## src/rtl/button_command_sequencer.sv

```systemverilog
`default_nettype none
// ============================================================================
// Module      : button_command_sequencer
// Description : Captures button pulses, round-robin serialises them into a
//               small command FIFO and hands codes to the game FSM.
// Revision    : 1.0 - initial release
// ============================================================================
module button_command_sequencer #(
    parameter int N_BTN  = 12,
    parameter int DEPTH  = 4,
    parameter int CODE_W = 4
) (
    input  logic                     clk,
    input  logic                     reset,
    input  logic [N_BTN-1:0]         btn_pulse,
    input  logic                     game_busy,
    input  logic                     cmd_ready,
    output logic                     cmd_valid,
    output logic [CODE_W-1:0]        cmd_code,
    output logic                     block_controller,
    output logic [N_BTN-1:0]         pending,
    output logic [$clog2(DEPTH):0]   fifo_count,
    output logic                     drop_flag
);

    localparam int c_PTR_W = $clog2(DEPTH);
    localparam int c_CNT_W = c_PTR_W + 1;

    logic [N_BTN-1:0]   r_pending;
    logic [CODE_W-1:0]  r_last_grant;
    logic [CODE_W-1:0]  r_mem [DEPTH];
    logic [c_PTR_W-1:0] r_rd_ptr;
    logic [c_PTR_W-1:0] r_wr_ptr;
    logic [c_CNT_W-1:0] r_count;
    logic               r_block;
    logic               r_drop;

    logic [N_BTN-1:0]   w_hi_mask;
    logic [N_BTN-1:0]   w_hi_req;
    logic [N_BTN-1:0]   w_src;
    logic [N_BTN-1:0]   w_grant_vec;
    logic [CODE_W-1:0]  w_grant_idx;
    logic               w_can_push;
    logic               w_push;
    logic               w_pop;
    logic               w_drop;
    logic [c_CNT_W-1:0] w_count_next;

    assign w_can_push = (r_count < c_CNT_W'(DEPTH));
    assign w_push     = w_can_push && (|r_pending);
    assign w_pop      = cmd_valid && cmd_ready;

    // Round robin: lanes above last_grant win first, otherwise wrap to lane 0.
    always_comb begin
        w_hi_mask   = '0;
        w_grant_idx = '0;
        w_grant_vec = '0;
        for (int i = 0; i < N_BTN; i++) begin
            w_hi_mask[i] = (CODE_W'(i) > r_last_grant);
        end
        w_hi_req = r_pending & w_hi_mask;
        w_src    = (|w_hi_req) ? w_hi_req : r_pending;
        for (int i = N_BTN - 1; i >= 0; i--) begin
            if (w_src[i]) begin
                w_grant_idx = CODE_W'(i);
            end
        end
        if (w_push) begin
            w_grant_vec[w_grant_idx] = 1'b1;
        end
    end

    always_comb begin
        w_count_next = r_count;
        if (w_push && !w_pop) begin
            w_count_next = r_count + c_CNT_W'(1);
        end else if (!w_push && w_pop) begin
            w_count_next = r_count - c_CNT_W'(1);
        end
    end

    // A pulse on a lane still waiting (and not being granted now) is merged and lost.
    assign w_drop = |(btn_pulse & r_pending & ~w_grant_vec);

    always_ff @(posedge clk) begin
        if (reset) begin
            r_pending    <= '0;
            r_last_grant <= CODE_W'(N_BTN - 1);
            r_rd_ptr     <= '0;
            r_wr_ptr     <= '0;
            r_count      <= '0;
            r_block      <= 1'b0;
            r_drop       <= 1'b0;
        end else begin
            r_pending <= (r_pending & ~w_grant_vec) | btn_pulse;
            r_count   <= w_count_next;
            r_block   <= game_busy || (w_count_next >= c_CNT_W'(DEPTH - 1));
            if (w_drop) begin
                r_drop <= 1'b1;
            end
            if (w_push) begin
                r_last_grant <= w_grant_idx;
                r_wr_ptr     <= r_wr_ptr + c_PTR_W'(1);
            end
            if (w_pop) begin
                r_rd_ptr <= r_rd_ptr + c_PTR_W'(1);
            end
        end
    end

    always_ff @(posedge clk) begin
        if (w_push) begin
            r_mem[r_wr_ptr] <= w_grant_idx;
        end
    end

    assign cmd_valid        = (r_count != '0);
    assign cmd_code         = cmd_valid ? r_mem[r_rd_ptr] : '0;
    assign block_controller = r_block;
    assign pending          = r_pending;
    assign fifo_count       = r_count;
    assign drop_flag        = r_drop;

endmodule
`default_nettype wire

```

## config.mk

```make
export PLATFORM = sky130hd
export DESIGN_NAME = button_command_sequencer
export DESIGN_NICKNAME = d
export VERILOG_FILES = /design/src/rtl/button_command_sequencer.sv
export SDC_FILE = /design/constraint.sdc
export NUM_CORES = 1
export LEC_CHECK = 0
export CAP_MARGIN = 20
export CORE_ASPECT_RATIO = 1.2
export CORE_MARGIN = 2
export CORE_UTILIZATION = 30
export DETAILED_ROUTE_END_ITERATION = 8
export PLACE_DENSITY_LB_ADDON = 0.25
export SLEW_MARGIN = 30
export SYNTH_ARGS = -nofsm -noshare
export SYNTH_HDL_FRONTEND = slang
export SYNTH_SLANG_ARGS = --single-unit
```

## constraint.sdc

```tcl
create_clock -name clk -period 3.6 [get_ports clk]
set_clock_uncertainty 0.05 [all_clocks]
set_input_delay 0.36 -clock clk [delete_from_list [all_inputs] [get_ports clk]]
set_output_delay 0.36 -clock clk [all_outputs]
set_load 0.02 [all_outputs]
```

# --- Word-level counts from Yosys, hierarchy flattened ---
# Memories as Yosys holds them, arrays and structs flattened. A register that Yosys moved wholly into a read port is not among the register bits.
# Cells that the tools add are included.
word_totals:
  reg_bits: 25
  ramBits: 16
  n_memories: 1
  wordCells: 69
  output_inout_bits: 22
classes:
  n_reduce_logical: 12
  bitwise: 6
  order_cmp: 16
  addsub: 4
  muxes: 23
mem_list:
  columns: ["name", "depth", "word_bits", "rd", "rd_clocked_by_memory_dff", "write_ports", "line_no", "source"]
  rows:
  - ["r_mem", 4, 4, 1, 1, 1, "31", "logic [CODE_W-1:0] r_mem [DEPTH];"]
ops:
  columns: ["operator", "n"]
  rows:
  - ["two-way mux 4 bit", 13]
  - ["bitwise AND 12 bit", 4]
  - ["OR reduction 12 bit", 3]
  - ["two-way mux 12 bit", 2]
  - ["greater-than comparator 3 x 4 -> 1 bit (first input constant)", 4]
  - ["greater-than comparator 4 bit (first input constant)", 4]
  - ["NOT 12 bit", 1]
  - ["bitwise OR 12 bit", 1]
  - ["greater-than comparator 1 x 4 -> 1 bit (first input constant)", 2]
  - ["greater-than comparator 2 x 4 -> 1 bit (first input constant)", 2]
  - ["two-way mux 3 bit", 2]
  - ["logical AND 1 bit", 5]
  - ["< comparator 4 x 5 -> 1 bit (second input constant)", 1]
  - ["adder 2 x 1 -> 2 bit (second input constant)", 2]
  - ["demux 1 bit (select 4 bit)", 1]
  - ["greater-or-equal comparator 4 x 1 -> 1 bit (second input constant)", 1]
  - ["two-way mux 2 bit", 2]
  - ["adder 3 x 1 -> 3 bit (second input constant)", 1]
  - ["greater-or-equal comparator 3 x 2 -> 1 bit (second input constant)", 1]
  - ["< comparator 3 bit (second input constant)", 1]
  - ["two-way mux 1 bit", 3]
  - ["nonzero test 3 bit", 1]
  - ["subtractor 3 x 1 -> 3 bit (second input constant)", 1]
  - ["zero test 1 bit", 2]
  - ["logical OR 1 bit", 1]

# --- Depth between registers and ports, before layout ---
# Gate-level depths: netlist of run 1.
depth:
  ltp_word: 24
  ltp_mapped: 13
  depth_no_buf: 11

# --- Worst setup path before layout of run 1 ---
# Ideal clock, no wire load.
synth_timing:
  path_kind: "reg-to-reg"
  startpoint: "reg r_pending[9], in the netlist pending[9]"
  endpoint: "reg r_drop, in the netlist drop_flag"
  path_buffers: 1
  synth_period_minus_slack_ns: 3.234
  slack_ns: 0.366
  stages_incl_launch_ff: 11
  t_arrival_ns: 3.046
  required_ns: 3.412
  cell_sequence: "dfxtp_1 > buf_2 > or4b_4 > a21oi_4 > nor3_2 > a2111oi_4 > or4b_1 > o311ai_1 > nand3_1 > a221oi_2 > a41oi_1"
synth_via:
  elab_chain_cells: 23
  word_cells_on_any_way: 27
  cone_classes: "order compare (2); mux (16); bitwise (4); reduce/logical (5)"
synth_lines:
  columns: ["item", "line_no", "source"]
  rows:
  - ["from (decl)", "29", "logic [N_BTN-1:0] r_pending;"]
  - ["from (signal assigned)", "95", "r_pending <= (r_pending & ~w_grant_vec) | btn_pulse;"]
  - ["bitwise AND 12 bit", "61", "w_hi_req = r_pending & w_hi_mask;"]
  - ["OR reduction 12 bit", "62", "w_src = (|w_hi_req) ? w_hi_req : r_pending;"]
  - ["two-way mux 12 bit", "62", null]
  - ["two-way mux 4 bit (12 in a row)", "64", "if (w_src[i]) begin"]
  - ["< comparator 4 x 5 -> 1 bit (not written as such) / greater-or-equal comparator 4 x 1 -> 1 bit (equally long branches)", "69", "w_grant_vec[w_grant_idx] = 1'b1;"]
  - ["logical AND 1 bit (not written as such)", "69", null]
  - ["two-way mux 1 bit (not written as such)", "69", null]
  - ["demux 1 bit (select 4 bit)", "69", null]
  - ["two-way mux 12 bit", "68", "if (w_push) begin"]
  - ["NOT 12 bit", "83", "assign w_drop = |(btn_pulse & r_pending & ~w_grant_vec);"]
  - ["bitwise AND 12 bit *", "83", null]
  - ["OR reduction 12 bit *", "83", null]
  - ["to (signal assigned)", "93", "r_drop <= 1'b0;"]
  - ["to (signal assigned)", "99", "r_drop <= 1'b1;"]
  - ["to (decl)", "36", "logic r_drop;"]
# Mark *: on every way between the ends. The rest lies on a longest branch, timed or not.
# A chain may end at the register's enable or synchronous reset.

# --- Final worst setup path of run 1 ---
layout_timing:
  startpoint: "reg r_last_grant[0]"
  endpoint: "reg r_drop, in the netlist drop_flag"
layout_via:
  elab_chain_cells: 24
  word_cells_on_any_way: 36
  cone_classes: "order compare (14); mux (16); bitwise (3); reduce/logical (3)"
layout_lines:
  columns: ["item", "line_no", "source"]
  rows:
  - ["from (decl)", "30", "logic [CODE_W-1:0] r_last_grant;"]
  - ["from (signal assigned)", "88", "r_last_grant <= CODE_W'(N_BTN - 1);"]
  - ["from (signal assigned)", "102", "r_last_grant <= w_grant_idx;"]
  - ["greater-than comparator 1 x 4 -> 1 bit, or another cell as far along", "59", "w_hi_mask[i] = (CODE_W'(i) > r_last_grant);"]
  - ["bitwise AND 12 bit *", "61", null]
  - ["OR reduction 12 bit", "62", null]
  - ["two-way mux 12 bit *", "62", null]
  - ["two-way mux 4 bit (11 in a row)", "64", null]
  - ["two-way mux 4 bit *", "64", null]
  - ["< comparator 4 x 5 -> 1 bit (not written as such) / greater-or-equal comparator 4 x 1 -> 1 bit (equally long branches)", "69", null]
  - ["logical AND 1 bit (not written as such)", "69", null]
  - ["two-way mux 1 bit (not written as such)", "69", null]
  - ["demux 1 bit (select 4 bit) *", "69", null]
  - ["two-way mux 12 bit *", "68", null]
  - ["NOT 12 bit *", "83", null]
  - ["bitwise AND 12 bit *", "83", null]
  - ["OR reduction 12 bit *", "83", null]
# Marks and branches as above.

==> results.ini, run 1 <==
[timing]
period_share_pct=95.4
fmax_mhz=291
rsz0062_at_grt=false
fin_setup_tns_ns=0
fin_crit_ns=3.43
slew_headroom_pct=59.4
holdWs_ns=0.448
setup_viol=0
slew_viol_final=0
worst_pin_slew_ns=0.604
hold_viol=0

[die]
die-area_sq_um=9360
io_pins=38
die_w_microns=88.7
initial_core_util_pct=30.5
rows=37
die_h_microns=106
core_region_area_sq_um=8470

[drt]
num_vias=2427
routed.top_layer=met4
dr_wl_met3_microns=470
post_drt_wl_per_cell_microns=16.9
m1WireLength_microns=3330
vias_per_cell=5.32
wl_met2_microns=3690
drtIter0Drc=162
wirelength_microns=7720
drtAntennaViolNets=0
drc=0
firstDrtPassIters=4

[pwr]
p_int_mw=1.70
seqPwrFrac_pct=28.8
pwr_density_cell_nw_per_um2=902
vdd_ir_drop_max_v=0.000348
netSwitchingFraction_pct=43.2
p_leak_nw=1.24
p_comb_share_pct=58.2
clkPwrFrac_pct=13.0
switching_power_mw=1.30

[yosys]
synth_cell_types=62
seq_area_frac_synth_pct=39.6
async_reset_ff_share_pct=0
ys_warn_count=0
yosysTopAreaCellShare_pct=21.0
synth.cell_area_sq_um=2580
synth_top_area_cell=dfxtp_1
netlist_top_cells_area=dfxtp_1, edfxtp_1, nor2_1
syn_area_per_cell_sq_um=9.05
ys_seq_elements=43
synth_edf_count=16
synth_nets=308
synth_ff_type=dfxtp_1
syn_inst=285

[global_routing]
grt_pass1_vias=2240
grt_overflow=0
antenna_found_initial=0
grt_pass1_wl_microns=12200
grt_use_total_pct=17.1
grt_max_degree=27

[worst_setup_path]
critical_path.slowest_cell=or4b_4
crit_arrival_ns=3.55
reg2reg_from=r_last_grant[0]
ff2ff_path_depth=9
critical_path_required_ns=3.71
crit_path_end_kind=register
crit_family=simple AND/OR/NAND/NOR gates
crit_start=r_last_grant[0]
rrSetupSlack_ns=0.17
crit_type=reg -> reg
r2r-end=drop_flag
start_kind=register
crit_cells=9
worst-path-buf-inv=0
crit_fanout=12
crit_path_max_incr_delay_ns=0.59
path_cells=or4b_4 > a21oi_4 > nor4_2 > a2111oi_4 > or4b_1 > o311ai_1 > nand3_1 > a221oi_2 > a41oi_1
endpoint=drop_flag

[clock_network]
clockRootBuffer=clkbuf_8
clock-sinks=43
htreeDepth=2
clock_latency_ns=0.31
cts_tree=yes
cts_buffers=5
ctsLongestPathBuffers=2
path_clk_slew_ns=0.09

[layout]
antennaDiodeCount=0
layout_commonest_cell=clkdlybuf4s50_1
finish.net_count=361
area_growth_pct=29.0
final_cell_mix=clkdlybuf4s50_1, nor2_1, nand2_1
layout-drive-gt1-share_pct=15.9

[hold_path]
hp-class=reg -> reg
holdPathStages=2

[placement]
gp_congestion=0.993
dp_hpwl_microns=5880
portBuffers=37

[status]
outcome=finished, final reports clean

[job]
maxCapViolCount=0

cells by family (layout without fill, tap and decap cells):
logic type / after synthesis / count (layout) / synth area share (%)
XOR/XNOR: 5 / 5 / 1.70
buffers and inverters: 28 / 82 / 4.61
AND/OR/NAND/NOR: 118 / 118 / 23.3
AO/OA/AOI/OAI: 77 / 77 / 22.7
flip-flops: 43 / 43 / 39.6
adder cells (fa/ha/maj): 9 / 9 / 4.17
multiplexers: 5 / 5 / 3.93
metrics by stage:
step,cells,utilization (%),power [mW],area [sq um],setup slack (ns)
detailed placement,447,37.7,2.56,3200,0.0583
global route,456,39.3,3.19,3330,0.0398
finish,456,39.3,3.00,3330,0.165
global placement,447,37.8,2.56,3200,0.0515
CTS,455,39.1,2.95,3310,0.0352
floorplan,285,-,1.94,2580,0.366
tightest hold or removal path, stage by stage (launching register included):
cell and delay, ns:
dfxtp_1 0.34, nand2_1 0.06, a21oi_1 0.05
metal layers:
metal | GRT usage, % | vias up
li1 | - | 1149
met1 | 22.5 | 1156
met2 | 27.6 | 104
met3 | 2.66 | 18
met4 | 6.60 | 0
met5 | 0 | -
flip-flops by register name, indices dropped and copies added, names as in the netlist, named ones only:
signal / cells
r_mem: 16
fifo_count: 3
r_wr_ptr: 2
r_last_grant: 4
block_controller: 1
drop_flag: 1
pending: 12
r_rd_ptr: 2
final cells by class:
type | instances | area (sq um)
repair buffers | 62 | 553
well taps | 117 | 146
flip-flops and latches | 43 | 1020
fillers | 835 | 5140
clock inverters | 3 | 43.8
multi-input cells | 214 | 1450
inverters | 12 | 45.0
clock buffers | 5 | 68.8
synth_stat cells, drive strengths merged (6+ instances only):
| library cell | instances |
|---|---|
| nor2b | 6 |
| nand2 | 27 |
| nand3 | 11 |
| dfxtp | 27 |
| and2 | 9 |
| o21ai | 6 |
| a21oi | 21 |
| inv | 12 |
| clkbuf | 10 |
| nor2 | 34 |
| o211ai | 7 |
| buf | 6 |
| ha | 7 |
| edfxtp | 16 |
power groups by stage:
stage          registers, mW  clock network (mW)  logic, mW
2_1_floorplan          0.853                   0       1.08
3_3_place_gp           0.865                   0       1.70
3_5_place_dp           0.872                   0       1.68
4_1_cts                0.860               0.395       1.69
5_1_grt                0.886               0.413       1.90
6_report               0.865               0.391       1.75
how the worst min path moves through the flow:
stage / startpoint / endpoint / slack [ns]
after CTS: r_wr_ptr[1] / r_wr_ptr[1] / 0.45
after floorplan: r_wr_ptr[1] / r_wr_ptr[1] / 0.42
after detailed placement: r_wr_ptr[1] / r_wr_ptr[1] / 0.44
after global routing: reset / pending[3] / 0.49
final: r_wr_ptr[1] / r_wr_ptr[1] / 0.45
after global placement: r_wr_ptr[1] / r_wr_ptr[1] / 0.43
what timing repair did:
action | in CTS | in global routing
buffers inserted | 0 | 1
setup endpoints to repair | 0 | 2
resized for setup | 0 | 4
hold buffers | 0 | 0
endpoints found under the hold margin | 0 | 0
Note: power is estimated with default switching activity, not from simulation.
==> run 2, diff against run 1 <==
--- a/config.mk
+++ b/config.mk
@@ -8,7 +8,8 @@
 export CAP_MARGIN = 20
 export CORE_ASPECT_RATIO = 1.2
 export CORE_MARGIN = 2
-export CORE_UTILIZATION = 30
+export CORE_UTILIZATION = 50
+export CTS_CLUSTER_DIAMETER = 150
 export DETAILED_ROUTE_END_ITERATION = 8
 export PLACE_DENSITY_LB_ADDON = 0.25
 export SLEW_MARGIN = 30
==> run 2 against run 1 <==
Against the previous run: via count down 0.95%; clock-buffer cell count stayed put; sequential power about the same; cell count down 14%; register-to-register slack got worse by 0.02 ns; clock power is 2% lower; global-route usage increased by 7.9 points; wire length shrank 11%; non-clock buffer count fell by 7; hold slack worse by 0.0054 ns; highest routed layer unchanged.
==> results.ini, run 2 (synthesized netlist as in run 1, its figures left out) <==
[global_routing]
grt_overflow=0  ; unchanged
antenna_found_initial=0  ; unchanged
grt_use_total_pct=25.0  ; was 17.1%
grt_pass1_wl_microns=11100  ; was 12200 microns
grt_pass1_vias=2278  ; was 2240
grt_max_degree=27  ; unchanged

[drt]
post_drt_wl_per_cell_microns=17.6  ; was 16.9 microns
firstDrtPassIters=4  ; unchanged
vias_per_cell=6.13  ; was 5.32
drtAntennaViolNets=0  ; unchanged
num_vias=2404  ; was 2427
wirelength_microns=6900  ; was 7720 microns
drc=0  ; unchanged
drtIter0Drc=146  ; was 162

[placement]
portBuffers=37  ; unchanged
gp_congestion=0.956  ; was 0.993
dp_cells=382  ; was 447
dp_hpwl_microns=5220  ; was 5880 microns

[clock_network]
cts_buffers=5  ; unchanged
hold_buffers=0  ; unchanged
clock_latency_ns=0.30  ; was 0.31 ns
ctsLongestPathBuffers=2  ; unchanged
clock-sinks=43  ; unchanged
path_clk_slew_ns=0.08  ; was 0.09 ns
clockRootBuffer=clkbuf_8  ; unchanged
cts_tree=yes  ; unchanged
htreeDepth=2  ; unchanged

[layout]
top_register=r_mem  ; unchanged
final_cell_mix=clkdlybuf4s50_1, nor2_1, nand2_1  ; unchanged
fin_cells=392  ; was 456
layout_commonest_cell=clkdlybuf4s50_1  ; unchanged
antennaDiodeCount=0  ; unchanged
area_growth_pct=24.7  ; was 29.0%
layout-drive-gt1-share_pct=13.9  ; was 15.9%
largest_register_ffs=16  ; unchanged
fill_cells=434  ; was 835
finish.net_count=354  ; was 361

[die]
die-area_sq_um=5750  ; was 9360 sq um
die_h_microns=82.7  ; was 106 microns
die_w_microns=69.6  ; was 88.7 microns
rows=28  ; was 37
initial_core_util_pct=52.2  ; was 30.5%
io_pins=38  ; unchanged
core_region_area_sq_um=4940  ; was 8470 sq um

[worst_setup_path]
crit_arrival_ns=3.57  ; was 3.55 ns
crit_path_end_kind=register  ; unchanged
critical_path.slowest_cell=or4b_4  ; unchanged
crit_fanout=12  ; unchanged
path_cells=or4b_4 > a21oi_4 > nor4_2 > a2111oi_4 > or4b_1 > o311ai_1 > nand3_1 > a221oi_2 > a41oi_1  ; unchanged
crit_type=reg -> reg  ; unchanged
worst-path-buf-inv=0  ; unchanged
start_kind=register  ; unchanged
crit_family=simple AND/OR/NAND/NOR gates  ; unchanged
critical_path_required_ns=3.72  ; was 3.71 ns
crit_path_max_incr_delay_ns=0.62  ; was 0.59 ns

[pwr]
p_leak_nw=1.21  ; was 1.24 nW
pwr_density_cell_nw_per_um2=901  ; was 902 nW/um^2
vdd_ir_drop_max_v=0.000559  ; was 0.000348 V

[timing]
slew_viol_final=0  ; unchanged
rsz0062_at_grt=false  ; unchanged
fmax_mhz=289  ; was 291 MHz
fin_setup_tns_ns=0  ; unchanged
hold_viol=0  ; unchanged
slew_headroom_pct=55.7  ; was 59.4%
fin_crit_ns=3.46  ; was 3.43 ns
setup_viol=0  ; unchanged
period_share_pct=96.0  ; was 95.4%
worst_pin_slew_ns=0.659  ; was 0.604 ns

[status]
outcome=finished, final reports clean  ; unchanged

[hold_path]
hp-class=in -> reg  ; was reg -> reg

[job]
maxCapViolCount=0  ; unchanged

## run 2: power by group
group / switching (mW) / total (mW) / internal [mW]
registers: 0.134 / 0.864 / 0.730
clock network: 0.174 / 0.383 / 0.209
logic: 0.942 / 1.65 / 0.709
## run 2: per-layer routing
layer	global-route usage, %	vias up	wire length (microns)
li1	-	1140	-
met1	28.2	1108	2670
met2	44.4	126	3400
met3	4.73	30	462
met4	15.1	0	366
met5	0	-	0
## run 2: final timing paths
check / startpoint / end / slack, ns / cells after the start
setup / recovery: r_last_grant[0] / drop_flag / 0.14 / 9
hold reg to reg: r_wr_ptr[1] / r_wr_ptr[1] / 0.45 / 2
setup reg to reg: r_last_grant[0] / drop_flag / 0.14 / 9
hold / removal: reset / pending[10] / 0.44 / 2
## run 2: layout make-up
| class | count | area (sq um) | share of cell area [%] |
|---|---|---|---|
| Clock buffer | 5 | 68.8 | 2.14 |
| Clock inverter | 3 | 46.3 | 1.44 |
| Inverter | 12 | 45.0 | 1.40 |
| Multi-Input combinational cell | 214 | 1460 | 45.3 |
| Sequential cell | 43 | 1020 | 31.8 |
| Tap cell | 60 | 75.1 | 2.33 |
| Timing Repair Buffer | 55 | 500 | 15.6 |
## run 2: worst reg2reg max path, stage by stage (launching register included)
cell       delay, ns
dfxtp_1         0.42
or4b_4          0.62
a21oi_4         0.30
nor4_2          0.14
a2111oi_4       0.45
or4b_1          0.55
o311ai_1        0.31
nand3_1         0.14
a221oi_2        0.21
a41oi_1         0.14
## run 2: metrics by stage
stage	worst slack (ns)	hold WS [ns]	util (%)	area [sq um]	total power, mW
2_1_floorplan	0.366	0.419	-	2580	1.94
3_3_place_gp	0.212	0.435	62.2	3070	2.42
3_5_place_dp	0.111	0.443	62.2	3070	2.45
4_1_cts	0.0657	0.455	64.5	3190	2.84
5_1_grt	0.0102	0.462	65.1	3220	3.11
6_report	0.144	0.443	65.1	3220	2.90
## run 2: what timing repair did
item | 4_1_cts | 5_1_grt
resized for setup | 0 | 4
buffers inserted | 0 | 2
endpoints found under the setup margin | 0 | 2
==> run 3, diff against run 2 <==
--- a/config.mk
+++ b/config.mk
@@ -5,6 +5,7 @@
 export SDC_FILE = /design/constraint.sdc
 export NUM_CORES = 1
 export LEC_CHECK = 0
+export ABC_CLOCK_PERIOD_IN_PS = 3600
 export CAP_MARGIN = 20
 export CORE_ASPECT_RATIO = 1.2
 export CORE_MARGIN = 2
@@ -12,7 +13,7 @@
 export CTS_CLUSTER_DIAMETER = 150
 export DETAILED_ROUTE_END_ITERATION = 8
 export PLACE_DENSITY_LB_ADDON = 0.25
-export SLEW_MARGIN = 30
+export SLEW_MARGIN = 10
 export SYNTH_ARGS = -nofsm -noshare
 export SYNTH_HDL_FRONTEND = slang
 export SYNTH_SLANG_ARGS = --single-unit
==> run 3 against run 2 <==
Against the previous run: wire length fell by 0.51%; setup slack got worse by 0.038 ns; global-route usage stayed put; via count decreased by 0.29%; sequential share of layout area barely moved; clock power about the same; critical path depth did not move; critical path type unchanged; largest cell class unchanged; largest power group unchanged; highest routed layer unchanged.
==> results.ini, run 3 (synthesized netlist as in run 1, its figures left out) <==
[status]
outcome=finished, final reports clean  ; unchanged

[clock_network]
path_clk_slew_ns=0.09  ; was 0.08 ns
clock-sinks=43  ; unchanged
cts_buffers=5  ; unchanged
ctsLongestPathBuffers=2  ; unchanged
clock_latency_ns=0.30  ; about the same
htreeDepth=2  ; unchanged
clockRootBuffer=clkbuf_8  ; unchanged
hold_buffers=0  ; unchanged
cts_tree=yes  ; unchanged

[worst_setup_path]
crit_path_end_kind=register  ; unchanged
start_kind=register  ; unchanged
crit_fanout=12  ; unchanged
r2r-end=drop_flag  ; unchanged
reg2reg_from=r_last_grant[0]  ; unchanged
rrSetupSlack_ns=0.11  ; was 0.14 ns
crit_arrival_ns=3.58  ; was 3.57 ns
ff2ff_path_depth=9  ; unchanged
critical_path_required_ns=3.68  ; was 3.72 ns
crit_type=reg -> reg  ; unchanged

[layout]
stdcell_area_sq_um=3220  ; about the same
layout_commonest_cell=clkdlybuf4s50_1  ; unchanged
layout-drive-gt1-share_pct=13.6  ; was 13.9%
largest_register_ffs=16  ; unchanged
final_cell_mix=clkdlybuf4s50_1, nor2_1, nand2_1  ; unchanged
top_register=r_mem  ; unchanged
antennaDiodeCount=0  ; unchanged
final_util_pct=65.2  ; was 65.1%
finish.net_count=354  ; unchanged
area_growth_pct=24.9  ; was 24.7%

[hold_path]
holdCritStartpoint=r_wr_ptr[1]  ; was reset
hp-class=reg -> reg  ; was in -> reg
hold_path_end=r_wr_ptr[1]  ; was pending[10]
holdPathStages=2  ; unchanged

[placement]
placed_area_sq_um=3070  ; unchanged
gp_congestion=0.956  ; unchanged
dp_hpwl_microns=5220  ; unchanged
portBuffers=37  ; unchanged
dpl_worst_slack_ns=0.111  ; unchanged

[die]
die_w_microns=69.6  ; unchanged
die_h_microns=82.7  ; unchanged
rows=28  ; unchanged
die-area_sq_um=5750  ; unchanged
core_region_area_sq_um=4940  ; unchanged
initial_core_util_pct=52.2  ; unchanged
io_pins=38  ; unchanged

[global_routing]
grt_overflow=0  ; unchanged
antenna_found_initial=0  ; unchanged
grt_pass1_vias=2278  ; unchanged
grt_pass1_wl_microns=11100  ; unchanged
grt_max_degree=27  ; unchanged
grt_use_total_pct=25.0  ; unchanged

[timing]
hold_viol=0  ; unchanged
fmax_mhz=286  ; was 289 MHz
slew_viol_final=0  ; unchanged
fin_setup_tns_ns=0  ; unchanged
setup_viol=0  ; unchanged
fin_crit_ns=3.49  ; was 3.46 ns
worst_pin_slew_ns=0.937  ; was 0.659 ns
period_share_pct=97.1  ; was 96.0%
setup_slack_ns=0.106  ; was 0.144 ns
slew_headroom_pct=37.4  ; was 55.7%

[pwr]
vdd_ir_drop_max_v=0.000560  ; was 0.000559 V
p_leak_nw=1.21  ; about the same
pwr_density_cell_nw_per_um2=901  ; about the same
power_mw=2.90  ; about the same

[drt]
drtIter0Drc=150  ; was 146
firstDrtPassIters=5  ; was 4
wirelength_microns=6860  ; was 6900 microns
num_vias=2397  ; was 2404
drtAntennaViolNets=0  ; unchanged
drc=0  ; unchanged
post_drt_wl_per_cell_microns=17.5  ; was 17.6 microns
vias_per_cell=6.11  ; was 6.13

[job]
maxCapViolCount=0  ; unchanged

[run 3: worst max path at each step]
stage	start	endpoint	slack, ns	cells past startpoint
3_5_place_dp	r_last_grant[1]	drop_flag	0.11	9
5_1_grt	r_last_grant[0]	drop_flag	-0.01	9
6_report	r_last_grant[0]	drop_flag	0.11	9
4_1_cts	r_last_grant[1]	drop_flag	0.07	9
3_3_place_gp	r_last_grant[1]	drop_flag	0.21	9
2_1_floorplan	pending[9]	drop_flag	0.37	10
[run 3: layout make-up]
cell class / count / area (sq um)
multi-input combinational: 214 / 1460
clock buffer: 5 / 68.8
sequential: 43 / 1020
inverter: 12 / 45.0
fill: 434 / 1720
clock inverter: 3 / 46.3
tap: 60 / 75.1
timing repair buffer: 55 / 505
[run 3: through the flow]
| stage | hold slack [ns] | instances |
|---|---|---|
| 6_report | 0.454 | 392 |
| 5_1_grt | 0.482 | 392 |
| 4_1_cts | 0.455 | 390 |
| 3_5_place_dp | 0.443 | 382 |
| 3_3_place_gp | 0.435 | 382 |
| 2_1_floorplan | 0.419 | 285 |
[run 3: critical path, cell delays in order (launching register included)]
cell and delay, ns:
dfxtp_1 0.43, or4b_4 0.62, a21oi_4 0.28, nor4_2 0.13, a2111oi_4 0.45, or4b_1 0.55, o311ai_1 0.33, nand3_1 0.14
a221oi_2 0.20, a41oi_1 0.14
[run 3: routing by layer]
metal	vias to the layer above	part of all wire, %	GRT usage, %
met5	-	0	0
met4	0	5.6	15.1
met3	30	6.4	4.73
met2	128	50	44.4
met1	1096	38	28.2
li1	1143	-	-
[run 3: report_power, final]
group          internal [mW]  leakage [nW]  switching [mW]
combinational          0.711         0.777           0.944
clock                  0.209        0.0548           0.173
sequential             0.730         0.377           0.134
total                   1.65          1.21            1.25
[run 3: what timing repair did]
item,in CTS,in global routing
setup endpoints to repair,0,2
setup buffers,0,2
resized for setup,0,4
